==> config.mk <==
export PLATFORM = sky130hd
export DESIGN_NAME = screen_sequencer
export DESIGN_NICKNAME = d
export VERILOG_FILES = /design/src/rtl/screen_sequencer.sv
export SDC_FILE = /design/constraint.sdc
export NUM_CORES = 1
export LEC_CHECK = 0
export BUFFER_PORTS_ARGS = -buffer_cell sky130_fd_sc_hd__clkbuf_2
export CORE_UTILIZATION = 45
export CTS_CLUSTER_DIAMETER = 120
export DETAILED_ROUTE_END_ITERATION = 7
export PLACE_DENSITY_LB_ADDON = 0.08
export SLEW_MARGIN = 40
export SYNTH_ARGS = -nofsm -noshare
export SYNTH_HDL_FRONTEND = slang
export SYNTH_SLANG_ARGS = --single-unit
==> constraint.sdc <==
create_clock -name clk -period 4.5 [get_ports clk]
set_input_delay 0.675 -clock clk [delete_from_list [all_inputs] [get_ports clk]]
set_output_delay 0.675 -clock clk [all_outputs]
set_load 0.05 [all_outputs]
==> src/rtl/screen_sequencer.sv <==
// screen_sequencer: pinball game-flow FSM (intro/level reset/launch/play/over/win); define SCREEN_PAUSE_EN to add the PAUSED state
module screen_sequencer #(
  parameter int RESET_FRAMES = 60,
  parameter int END_FRAMES   = 180,
  parameter int WIN_SCORE    = 9
) (
  input  logic       clk,
  input  logic       reset,
  input  logic       startOfFrame,
  input  logic       start,
  input  logic       key5IsPressed,
  input  logic       collisionBallBottom,
  input  logic [3:0] life,
  input  logic [3:0] score,
  input  logic       pauseKey,
  output logic [1:0] screenSel,
  output logic       reset_level,
  output logic       reset_level_pulse,
  output logic       pause,
  output logic       gameActive
);
  localparam logic [7:0] RESET_LOAD = 8'(RESET_FRAMES);
  localparam logic [7:0] END_LOAD   = 8'(END_FRAMES);
  localparam logic [3:0] WIN_LIM    = 4'(WIN_SCORE);
  typedef enum logic [2:0] {
    S_INTRO, S_LEVEL_RESET, S_LAUNCH, S_PLAY, S_GAME_OVER, S_WIN
`ifdef SCREEN_PAUSE_EN
    , S_PAUSED
`endif
  } state_t;
  state_t     r_state, w_next;
  logic [7:0] r_cnt;
  logic       r_key5_d;
  logic       w_key5_rise, w_sof_last, w_entry;
`ifdef SCREEN_PAUSE_EN
  logic       r_pause_d;
  logic       w_pause_rise;
  assign w_pause_rise = pauseKey & ~r_pause_d;
`else
  logic       w_unused_pause;
  assign w_unused_pause = pauseKey;
`endif
  assign w_key5_rise = key5IsPressed & ~r_key5_d;
  assign w_sof_last  = startOfFrame && r_cnt <= 8'd1;
  assign w_entry     = w_next != r_state;
  // next-state selection, transitions checked in priority order
  always_comb begin
    w_next = r_state;
    case (r_state)
      S_INTRO:       if (start) w_next = S_LEVEL_RESET;
      S_LEVEL_RESET: if (w_sof_last) w_next = S_LAUNCH;
      S_LAUNCH:      if (w_key5_rise) w_next = S_PLAY;
      S_PLAY:
        if (score >= WIN_LIM) w_next = S_WIN;
        else if (collisionBallBottom) w_next = (life <= 4'd1) ? S_GAME_OVER : S_LEVEL_RESET;
`ifdef SCREEN_PAUSE_EN
        else if (w_pause_rise) w_next = S_PAUSED;
      S_PAUSED:      if (w_pause_rise) w_next = S_PLAY;
`endif
      S_GAME_OVER,
      S_WIN:         if (w_sof_last) w_next = S_INTRO;
      default:       w_next = S_INTRO;
    endcase
  end
  // state, frame counter, key history and outputs decoded from the next state
  always_ff @(posedge clk) begin
    if (reset) begin
      r_state           <= S_INTRO;
      r_cnt             <= 8'd0;
      r_key5_d          <= 1'b0;
`ifdef SCREEN_PAUSE_EN
      r_pause_d         <= 1'b0;
`endif
      screenSel         <= 2'd0;
      reset_level       <= 1'b1;
      reset_level_pulse <= 1'b0;
      pause             <= 1'b1;
      gameActive        <= 1'b0;
    end else begin
      r_state           <= w_next;
      r_key5_d          <= key5IsPressed;
`ifdef SCREEN_PAUSE_EN
      r_pause_d         <= pauseKey;
`endif
      r_cnt             <= (w_entry && w_next == S_LEVEL_RESET) ? RESET_LOAD :
                           (w_entry && (w_next == S_GAME_OVER || w_next == S_WIN)) ? END_LOAD :
                           (startOfFrame && r_cnt != 8'd0) ? r_cnt - 8'd1 : r_cnt;
      screenSel         <= (w_next == S_INTRO) ? 2'd0 : (w_next == S_GAME_OVER) ? 2'd2 :
                           (w_next == S_WIN) ? 2'd3 : 2'd1;
      reset_level       <= w_next inside {S_INTRO, S_LEVEL_RESET, S_GAME_OVER, S_WIN};
      reset_level_pulse <= w_entry && w_next == S_LEVEL_RESET;
      pause             <= w_next != S_PLAY;
      gameActive        <= !(w_next inside {S_INTRO, S_GAME_OVER, S_WIN});
    end
  end
endmodule

-- After elaboration in Yosys (flattened, before gate mapping)
Index checks and enable logic that the tools add are counted.
- add/subtract/negate cells: 1
- $lt $le $gt $ge: 3
- equal/unequal tests: 10
- multiplexer cells: 13
- bitwise operators: 2
- reduce and logical (&&, ||, !) cells: 18
- operators with widths (operator ; number):
    $mux W3 ; 7
    $mux W8 ; 2
    $pmux W3 S5 ; 1
    $eq A3 B3 Y1 const B ; 4
    $le A8 B1 Y1 const B ; 1
    $reduce_bool A8 Y1 ; 1
    $sub A8 B1 Y8 const B ; 1
    $eq A3 B1 Y1 const B ; 2
    $eq A3 B2 Y1 const B ; 2
    $logic_not A3 Y1 ; 2
    $mux W6 ; 1
    $reduce_bool A3 Y1 ; 2
    $reduce_or A2 Y1 ; 3
    $reduce_or A3 Y1 ; 2
    $ge A4 B4 Y1 const B ; 1
    $le A4 B1 Y1 const B ; 1
    $logic_and A1 B1 Y1 ; 4
    $mux W2 ; 2
    $reduce_bool A4 Y1 ; 1
    $ne A3 B2 Y1 const B ; 1
    $ne A3 B3 Y1 ; 1
    $reduce_bool A2 Y1 ; 1
    $and A1 B1 Y1 ; 1
    $logic_not A1 Y1 ; 1
    other kinds (2) ; 2
- register bits after elaboration: 18
- output and inout bits: 6

-- Logic depth before layout (Yosys ltp)
Gate-level depths: netlist of run 1.
- depth in word-level cells: 10
- depth in mapped cells: 7
- gate-level depth less buffers: 7

-- Worst setup path after synthesis of run 1
Ideal clock, no wire load.
- path type: input port to flip-flop
- start point: input port life[1]
- end point: register r_cnt[7]
- arrival: 2.091 ns
- data required time: 4.413 ns
- setup slack: 2.322 ns
- stages: 5
- cells stage by stage: or4b_2 > o21ai_0 > and3_4 > a311oi_2 > a221oi_2
- longest elaborated chain between the ends: 9
- elaborated cells on any way between the ends: 15
- classes of those cells: 1 x order compare; 4 x eq/ne; 5 x mux; 5 x reduce/logical
- ends and longest elaborated chain (item ; line ; RTL):
    start, declared ; 13 ; input logic [3:0] life,
    $le A4 B1 Y1 (*) ; 55 ; else if (collisionBallBottom) w_next = (life <= 4'd1) ? S_GAME_OVER : S_LEVEL_RESET;
    $mux W3 (*) (2 in a row) ; 55 ;
    $mux W3 (*) ; 54 ; if (score >= WIN_LIM) w_next = S_WIN;
    $pmux W3 S5 (*) ; 49 ; case (r_state)
    $eq A3 B3 Y1 ; 86 ; (w_entry && (w_next == S_GAME_OVER || w_next == S_WIN)) ? END_LOAD :
    $logic_or A1 B1 Y1 ; 86 ;
    $logic_and A1 B1 Y1 ; 86 ;
    $mux W8 / $reduce_bool A2 Y1 (equally long branches) ; n/a ;
    end signal, assigned ; 85 ; r_cnt <= (w_entry && w_next == S_LEVEL_RESET) ? RESET_LOAD :
    end, declared ; 32 ; logic [7:0] r_cnt;
Every way passes the cells marked *; elsewhere a longest branch is shown, timed or not.
A chain may end at the register's enable or synchronous reset.

-- Final worst setup path of run 1
- start point: input port score[2]
- end point: register r_cnt[7]
- longest elaborated chain between the ends: 7
- elaborated cells on any way between the ends: 13
- classes of those cells: 1 x order compare; 4 x eq/ne; 3 x mux; 5 x reduce/logical
- ends and longest elaborated chain (item ; line ; RTL):
    start, declared ; 14 ; input logic [3:0] score,
    $ge A4 B4 Y1 (*) ; 54 ;
    $mux W3 (*) ; 54 ;
    $pmux W3 S5 (*) ; 49 ;
    $eq A3 B3 Y1 ; 86 ;
    $logic_or A1 B1 Y1 ; 86 ;
    $logic_and A1 B1 Y1 ; 86 ;
    $mux W8 / $reduce_bool A2 Y1 (equally long branches) ; n/a ;
Marked as above.

==> impl_metrics.json, run 1 <==
{
  "clk_pin_slew_ps": 90,
  "firstDrtPassIters": 4,
  "syn_nets": 122,
  "power_switching_mw": 0.2749,
  "avgSynthCellArea_um2": 9.164,
  "clk_latency_ps": 290,
  "status": "completed",
  "ctsResizeCount": 0,
  "fillers": 180,
  "cts_sinks": 18,
  "initial_core_util_pct": 48.55,
  "drc": 0,
  "finalWirelength_um": 1949,
  "syn_to_final_growth_pct": 16.25,
  "postLayoutCellArea_um2": 1119,
  "hold_viol": 0,
  "power_density_nw_per_um2": 586.0,
  "synth_seq_cells": 18,
  "diodes": 0,
  "timing.slew.headroom_pct": 55.70,
  "vias": 853,
  "synthFlopType": "dfxtp_1",
  "holdWs_ps": 590.7,
  "grt_pass1_wl_um": 3056,
  "pwr-share-comb_pct": 48.7,
  "io_buffers": 18,
  "yosys-top-cells-count": "dfxtp_1, nand2_1, nor2_1",
  "synth_edf_count": 0,
  "cts_tree": "built",
  "clockBufferDepth": 2,
  "internal-power_mw": 0.3805,
  "drt_iter0_markers": 10,
  "clock_skew_ps": 5.077,
  "clkPwrFrac_pct": 14.7,
  "cts_hold_buf": 0,
  "place_ws_ps": 2000,
  "post_dp_cell_area_um2": 1082,
  "max_freq_ghz": 0.4540,
  "crit_path_end_kind": "flip-flop",
  "whs_path_depth": 2,
  "synth_top_area_share_pct": 37.45,
  "grt_pass1_vias": 713,
  "dieArea_um2": 2327,
  "ant_nets": 0,
  "postCtsSetupBuffers": 0,
  "root_buffer": "clkbuf_4",
  "async_reset_ff_share_pct": 0,
  "yosys_warnings": 0,
  "num_rows": 16,
  "ys_seq_area_share_pct": 37.45,
  "power_mw": 0.6554,
  "rsz0062_at_grt": "false",
  "p_seq_share_pct": 36.6,
  "netlist_area_um2": 962.2,
  "wl_per_cell_um": 12.74,
  "yosysMostFrequentCell": "dfxtp_1",
  "r2r_cells": 5,
  "synthCells": 105,
  "leakage_nw": 0.4449,
  "dp_hpwl_um": 1482,
  "cts_buffers": 3,
  "fin_crit_ps": 2203,
  "fp.coreArea_um2": 1982,
  "hold_class": "flip-flop to flip-flop",
  "timing.final.crit_share_pct": 48.95,
  "fin_ws_ps": 2297,
  "drv_cap": 0,
  "worstPathArrival_ps": 2360,
  "grt-ovfl-total": 0,
  "io_pins": 21,
  "die_width_um": 48.24,
  "start_kind": "input pin",
  "vdd_drop_max_v": 0.0003003,
  "cts_htree_levels": 1,
  "worstPathMaxFanout": 7,
  "swShare_pct": 41.95,
  "track_usage_pct": 19.21,
  "critical_path_class": "input pin to flip-flop",
  "avgViaCountPerCell": 5.575,
  "grt_max_degree": 14,
  "required_ps": 4660,
  "antenna_found_initial": 0,
  "synth_top_area_cell": "dfxtp_1",
  "die_h_um": 48.24,
  "setup-violations-final": 0,
  "netlist_top_cells_area": "dfxtp_1, xor2_1, a21oi_1, nand2_1, nor2_1",
  "timing.final.max_slew_violations": 0,
  "final_layout_size_suffix_gt1_share_pct": 26.19,
  "synth.distinct_cells": 43,
  "tns_ps": 0,
  "tightest_slew_ps": 660.1,
  "fin_nets": 144,
  "place_congestion": 0.7876
}
power groups by stage:
| stage | clock network, mW | logic, mW | registers (mW) |
|---|---|---|---|
| after detailed placement | 0 | 0.317 | 0.242 |
| after floorplan | 0 | 0.231 | 0.270 |
| after global routing | 0.107 | 0.362 | 0.246 |
| final | 0.0963 | 0.319 | 0.240 |
| after global placement | 0 | 0.314 | 0.243 |
| after CTS | 0.102 | 0.320 | 0.239 |
critical path: stages:
cell and delay, ps:
clkbuf_2 80, o31a_1 340, o21ai_1 550, nand2_2 160
a311oi_2 430, a221oi_2 130
area by class of cell:
cell class	count	area [um2]	share of cell area, %
Sequential cell	18	360.3	32.21
Tap cell	27	33.78	3.020
Inverter	5	18.77	1.678
Clock buffer	4	36.28	3.244
Multi-Input combinational cell	81	579.3	51.79
Timing Repair Buffer	18	90.09	8.054
cells in the final DEF (no fill, tap or decap), types with 2 or more instances in the layout:
master	Yosys	final
dfxtp_1	18	18
inv_1	5	5
a31oi_1	4	4
nand2_1	8	8
o21ai_1	3	3
clkbuf_4	0	3
o211ai_1	3	3
clkbuf_2	0	18
or3_1	2	2
nand2b_1	2	2
ha_1	2	2
o21a_1	4	4
nor2_1	8	8
nor2b_1	3	3
a21oi_1	6	6
nand3_1	2	2
o31a_1	2	2
xor2_1	4	4
and2_1	2	2
xnor2_1	2	2
path summary, 6_finish.rpt:
path | from | end | slack, ps
setup / recovery | score[2] | r_cnt[7] | 2300
hold / removal | r_cnt[1] | r_cnt[1] | 590
setup reg to reg | r_cnt[5] | r_cnt[7] | 2300
hold reg to reg | r_cnt[1] | r_cnt[1] | 590
per-layer routing:
layer / vias up / track usage, % / part of all wire, %
met4: 0 / 3.333 / 0.46
met1: 402 / 22.82 / 45
li1: 432 / - / -
met5: - / 0 / 0
met3: 2 / 5.556 / 4.0
met2: 17 / 34.40 / 50
cells by family after synthesis:
group                      Yosys count  synth area share [%]
and+or+nand+nor                     39                 23.67
AOI/OAI and AO/OA                   34                 28.48
DFF                                 18                 37.45
xor gates and xnor gates             6                 5.462
buffers and inverters                6                 2.341
adders and majority gates            2                 2.600
flip-flops by register name, summed over array words and instances (netlist names):
name               cells
gameActive             1
pause                  1
reset_level_pulse      1
r_key5_d               1
r_state                3
r_cnt                  8
screenSel              2
reset_level            1
stage by stage:
stage                     std cells  util (%)
after floorplan                 105         -
after global placement          149     54.61
after detailed placement        149     54.61
after CTS                       153     56.44
after global routing            153     56.44
final                           153     56.44
Power figures use the tool's default switching activity.
==> inputs of run 2 (changes only) <==
==> constraint.sdc (replaced) <==
create_clock -name clk -period 2.2 [get_ports clk]
set_input_delay 0.33 -clock clk [delete_from_list [all_inputs] [get_ports clk]]
set_output_delay 0.33 -clock clk [all_outputs]
set_load 0.05 [all_outputs]
==> impl_metrics.json, run 2 (synthesized netlist as in run 1, its figures left out) <==
{
  "dp.cells": 153,
  "setup-violations-final": 0,
  "diodes": 0,
  "clk_pin_slew_ps": 100,
  "crit_slowest_cell": "or4_4",
  "finalWirelength_um": 1989,
  "fp.coreArea_um2": 1982,
  "largest_reg_flops": 8,
  "start_kind": "flip-flop",
  "final_cells": 157,
  "tightest_slew_ps": 572.9,
  "tns_ps": 0,
  "power_mw": 1.392,
  "timing.rr.start": "r_cnt[5]",
  "cts_buffers": 3,
  "drt_iter0_markers": 11,
  "clockBufferDepth": 2,
  "antenna_found_initial": 0,
  "clk_latency_ps": 290,
  "hold_viol": 0,
  "drc": 0,
  "postLayoutCellArea_um2": 1152,
  "num_rows": 16,
  "syn_to_final_growth_pct": 19.77,
  "initial_core_util_pct": 48.55,
  "die_h_um": 48.24,
  "worstPathArrival_ps": 2190,
  "power_density_nw_per_um2": 1208,
  "wl_per_cell_um": 12.67,
  "fillers": 179,
  "post_dp_cell_area_um2": 1112,
  "critPathLaunch": "r_cnt[5]",
  "path_buf_inv": 1,
  "max_freq_ghz": 0.4947,
  "postCtsSetupBuffers": 0,
  "grt_pass1_vias": 727,
  "path_cells": "or4_4 -> o31ai_4 -> nand2_2 -> a311oi_2 -> buf_4 -> a21oi_1",
  "grt_max_degree": 14,
  "drv_cap": 0,
  "place_congestion": 0.8241,
  "layout_common_cells": "dfxtp_1, clkbuf_2, nor2_1, nand2_1, a21oi_1",
  "slowest_delay_ps": 570,
  "dieArea_um2": 2327,
  "hp-start": "key5IsPressed",
  "top_regs": "r_cnt x8, r_state x3, screenSel x2",
  "cts_htree_levels": 1,
  "fin_crit_ps": 2021,
  "leakage_nw": 0.4649,
  "critical_path_class": "flip-flop to flip-flop",
  "cts_tree": "built",
  "clock_skew_ps": 6.805,
  "track_usage_pct": 19.51,
  "crit_path_end_kind": "flip-flop",
  "final_layout_size_suffix_gt1_share_pct": 29.23,
  "root_buffer": "clkbuf_4",
  "die_width_um": 48.24,
  "grt-ovfl-total": 0,
  "rsz0062_at_grt": "false",
  "io_pins": 21,
  "io_buffers": 18,
  "vias": 866,
  "hold_class": "input pin to flip-flop",
  "firstDrtPassIters": 4,
  "timing.final.crit_share_pct": 91.89,
  "top_register": "r_cnt",
  "dp_hpwl_um": 1525,
  "timing.final.max_slew_violations": 0,
  "status": "completed",
  "ant_nets": 0,
  "timing.slew.headroom_pct": 61.54,
  "vdd_drop_max_v": 0.0007772,
  "worstPathMaxFanout": 5,
  "fin_nets": 148,
  "required_ps": 2370,
  "post-route-util_pct": 58.14,
  "avgViaCountPerCell": 5.516,
  "grt_pass1_wl_um": 3022,
  "cts_sinks": 18,
  "critical-path-top-delay-family": "simple AND/OR/NAND/NOR gates"
}
## run 2: changes by cell type in the layout (fill, tap and decap cells not counted), sizes merged
cell  previous run  this run
buf              0         4
## run 2: final timing paths
kind	slack [ps]	endpoint	cells after the start
max reg2reg	180	r_cnt[1]	6
min	260	r_key5_d	2
max	180	r_cnt[1]	6
min reg2reg	590	r_cnt[1]	2
## run 2: metal layers
| metal | vias to the layer above | track usage (%) | share of wire (%) |
|---|---|---|---|
| li1 | 441 | - | - |
| met1 | 396 | 20.58 | 43 |
| met2 | 23 | 33.33 | 50 |
| met3 | 6 | 9.259 | 5.0 |
| met4 | 0 | 7.778 | 1.8 |
| met5 | - | 0 | 0 |
## run 2: area by class of cell
cell class / instances / area, um2 / area share (%)
multi-input combinational: 81 / 583.1 / 50.60
sequential: 18 / 360.3 / 31.27
timing repair buffer: 22 / 120.1 / 10.42
clock buffer: 4 / 36.28 / 3.149
tap: 27 / 33.78 / 2.932
inverter: 5 / 18.77 / 1.629
## run 2: where the power goes
part / total (mW) / leakage [nW] / internal [mW] / switching, mW
combinational: 0.703 / 0.296 / 0.303 / 0.400
sequential: 0.492 / 0.148 / 0.412 / 0.0808
clock: 0.197 / 0.0210 / 0.101 / 0.0960
## run 2: worst register-to-register path: cells and delay by family, from the launching register on
kind / cells / cell delay (ps)
AND/OR/NAND/NOR: 2 / 700
AO/OA/AOI/OAI: 3 / 650
flip-flops: 1 / 360
buffers and inverters: 1 / 190
## run 2: per-stage QoR
step	hold WS, ps	setup slack, ps
global route	273.4	52.68
CTS	257.8	169.0
floorplan	401.6	347.3
finish	262.3	178.5
global placement	562.8	97.36
detailed placement	566.1	71.96
## run 2: repair_timing
action                     in CTS  in global routing
gates resized for setup         0                  1
setup endpoints to repair       0                  1
hold buffers                    0                  0
==> inputs of run 3 (changes only) <==
--- a/config.mk
+++ b/config.mk
@@ -5,6 +5,7 @@
 export SDC_FILE = /design/constraint.sdc
 export NUM_CORES = 1
 export LEC_CHECK = 0
+export ABC_AREA = 1
 export BUFFER_PORTS_ARGS = -buffer_cell sky130_fd_sc_hd__clkbuf_2
 export CORE_UTILIZATION = 45
 export CTS_CLUSTER_DIAMETER = 120
==> impl_metrics.json, run 3 <==
{
  "synthCells": 138,
  "tightest_slew_ps": 341.5,
  "hold_viol": 0,
  "worstPathMaxFanout": 7,
  "fin_crit_ps": 1788,
  "vias": 866,
  "start_kind": "flip-flop",
  "crit_path_end_kind": "flip-flop",
  "syn_nets": 155,
  "grt_max_degree": 11,
  "io_pins": 21,
  "dieArea_um2": 2345,
  "grt-busiest-layer": "met2",
  "leakage_nw": 0.6228,
  "top_register": "r_cnt",
  "async_reset_ff_share_pct": 0,
  "drc": 0,
  "cts_tree": "built",
  "fin_nets": 178,
  "cts_hold_buf": 0,
  "required_ps": 2430,
  "ant_nets": 0,
  "synth_top_area_cell": "dfxtp_1",
  "timing.final.max_slew_violations": 0,
  "grt_pass1_wl_um": 3077,
  "synth_edf_count": 0,
  "place_congestion": 0.8493,
  "firstDrtPassIters": 4,
  "clk_latency_ps": 280,
  "vdd_drop_max_v": 0.0007695,
  "top_regs": "r_cnt x8, r_state x3, screenSel x2",
  "clk_pin_slew_ps": 100,
  "num_rows": 16,
  "layout_common_cells": "nand2_1, nor2_1, inv_1, dfxtp_1, clkbuf_2",
  "synth_top_area_share_pct": 37.16,
  "wl_per_cell_um": 9.465,
  "diodes": 0,
  "final_common_cell": "nand2_1",
  "avgViaCountPerCell": 4.631,
  "initial_core_util_pct": 48.44,
  "antenna_found_initial": 0,
  "tns_ps": 0,
  "timing.final.crit_share_pct": 81.27,
  "netlist_top_cells_area": "dfxtp_1, nand2_1, nor2_1, inv_1, xor2_1",
  "grt_util_met1_pct": 22.66,
  "clock_skew_ps": 1.379,
  "max_freq_ghz": 0.5593,
  "drv_cap": 0,
  "worstPathArrival_ps": 2020,
  "status": "completed",
  "drt_iter0_markers": 23,
  "rsz0062_at_grt": "false",
  "yosys_warnings": 0,
  "grt-ovfl-total": 0,
  "die_h_um": 48.42,
  "synth_seq_cells": 18,
  "ys_seq_area_share_pct": 37.16,
  "postCtsSetupBuffers": 0,
  "root_buffer": "clkbuf_4",
  "fin_ws_ps": 412.0,
  "globalRouteMet3Util_pct": 3.774,
  "cts_buffers": 3,
  "syn_to_final_growth_pct": 16.52,
  "cts_sinks": 18,
  "power_density_nw_per_um2": 1213,
  "die_width_um": 48.42,
  "track_usage_pct": 16.91,
  "avgSynthCellArea_um2": 7.027,
  "hold_class": "input pin to flip-flop",
  "setup-violations-final": 0,
  "synth.distinct_cells": 22,
  "dp_hpwl_um": 1371,
  "final_layout_size_suffix_gt1_share_pct": 25.62,
  "yosys-top-cells-count": "nand2_1, nor2_1, inv_1",
  "critical_path_class": "flip-flop to flip-flop",
  "place_ws_ps": 459.4,
  "netlist_area_um2": 969.7,
  "io_buffers": 18,
  "synthFlopType": "dfxtp_1",
  "grt_pass1_vias": 764,
  "yosysMostFrequentCell": "nand2_1",
  "fp.coreArea_um2": 2002,
  "largest_reg_flops": 8,
  "timing.slew.headroom_pct": 77.24,
  "fillers": 211,
  "cts_htree_levels": 1,
  "clockBufferDepth": 2,
  "use_met2_pct": 26.76,
  "ctsResizeCount": 0,
  "finalWirelength_um": 1770
}
==> run 3: cell count changes after synthesis, moves of 3 or more <==
cell	change
nor2b_1	-3
a21oi_1	-4
nand3_2	+5
nor2_1	+17
o211ai_1	-3
inv_1	+14
a31oi_1	-4
nand3_1	+8
inv_2	+7
o21a_1	-4
nand2_1	+20
==> run 3: path summary, 6_finish.rpt <==
path                  from  endpoint  slack, ps  cells past startpoint
max               r_cnt[0]  r_cnt[1]        410                     12
min          key5IsPressed  r_key5_d        240                      3
max reg2reg       r_cnt[0]  r_cnt[1]        410                     12
min reg2reg       r_cnt[6]  r_cnt[6]        560                      3
==> run 3: metrics by stage <==
step                      hold slack, ps  util, %  cells  power (mW)  area (um2)
after detailed placement           533.8    54.63    183       1.177        1094
after floorplan                    401.2        -    138       1.055       969.7
after global placement             538.6    54.63    183       1.162        1094
final                              236.7    56.44    187       1.371        1130
after global routing               251.5    56.44    187       1.496        1130
after CTS                          225.9    56.44    187       1.380        1130
==> run 3: cell families (layout without fill, tap and decap cells) <==
logic type	after synthesis	after routing	synth area share, %
flops	18	18	37.16
compound gates	4	4	2.451
simple gates	79	79	40.00
xor+xnor	7	7	6.323
mux	1	1	1.032
buf+inv	27	49	10.45
fa+ha+maj	2	2	2.580
==> run 3: layout make-up <==
class                   count  area [um2]  share of cell area [%]
repair buffers             18       90.09                   7.973
clock buffers               4       36.28                   3.212
inverters                  27       101.3                   8.970
well taps                  27       33.78                   2.990
flip-flops and latches     18       360.3                   31.89
multi-input cells          93       508.0                   44.96
==> run 3: critical path, cell delays in order, from the launching register on <==
cell	delay [ps]
dfxtp_1	350
inv_1	100
ha_1	190
nor2_1	60
nor2_1	200
nand2_1	110
nand2_1	100
nand3_1	140
nand2_2	130
nor2_4	40
nand2_4	120
nand3_2	110
nor2_1	100
==> run 3: report_power, final <==
part	switching [mW]	leakage (nW)	total, mW	internal (mW)
clock network	0.0995	0.0210	0.200	0.101
registers	0.0574	0.148	0.473	0.415
logic	0.442	0.454	0.698	0.256
total	0.599	0.623	1.37	0.772
==> run 3: layer usage <==
metal,vias up,wire length [um]
li1,465,-
met1,376,892
met2,23,775
met3,2,88
met4,0,13
met5,-,0
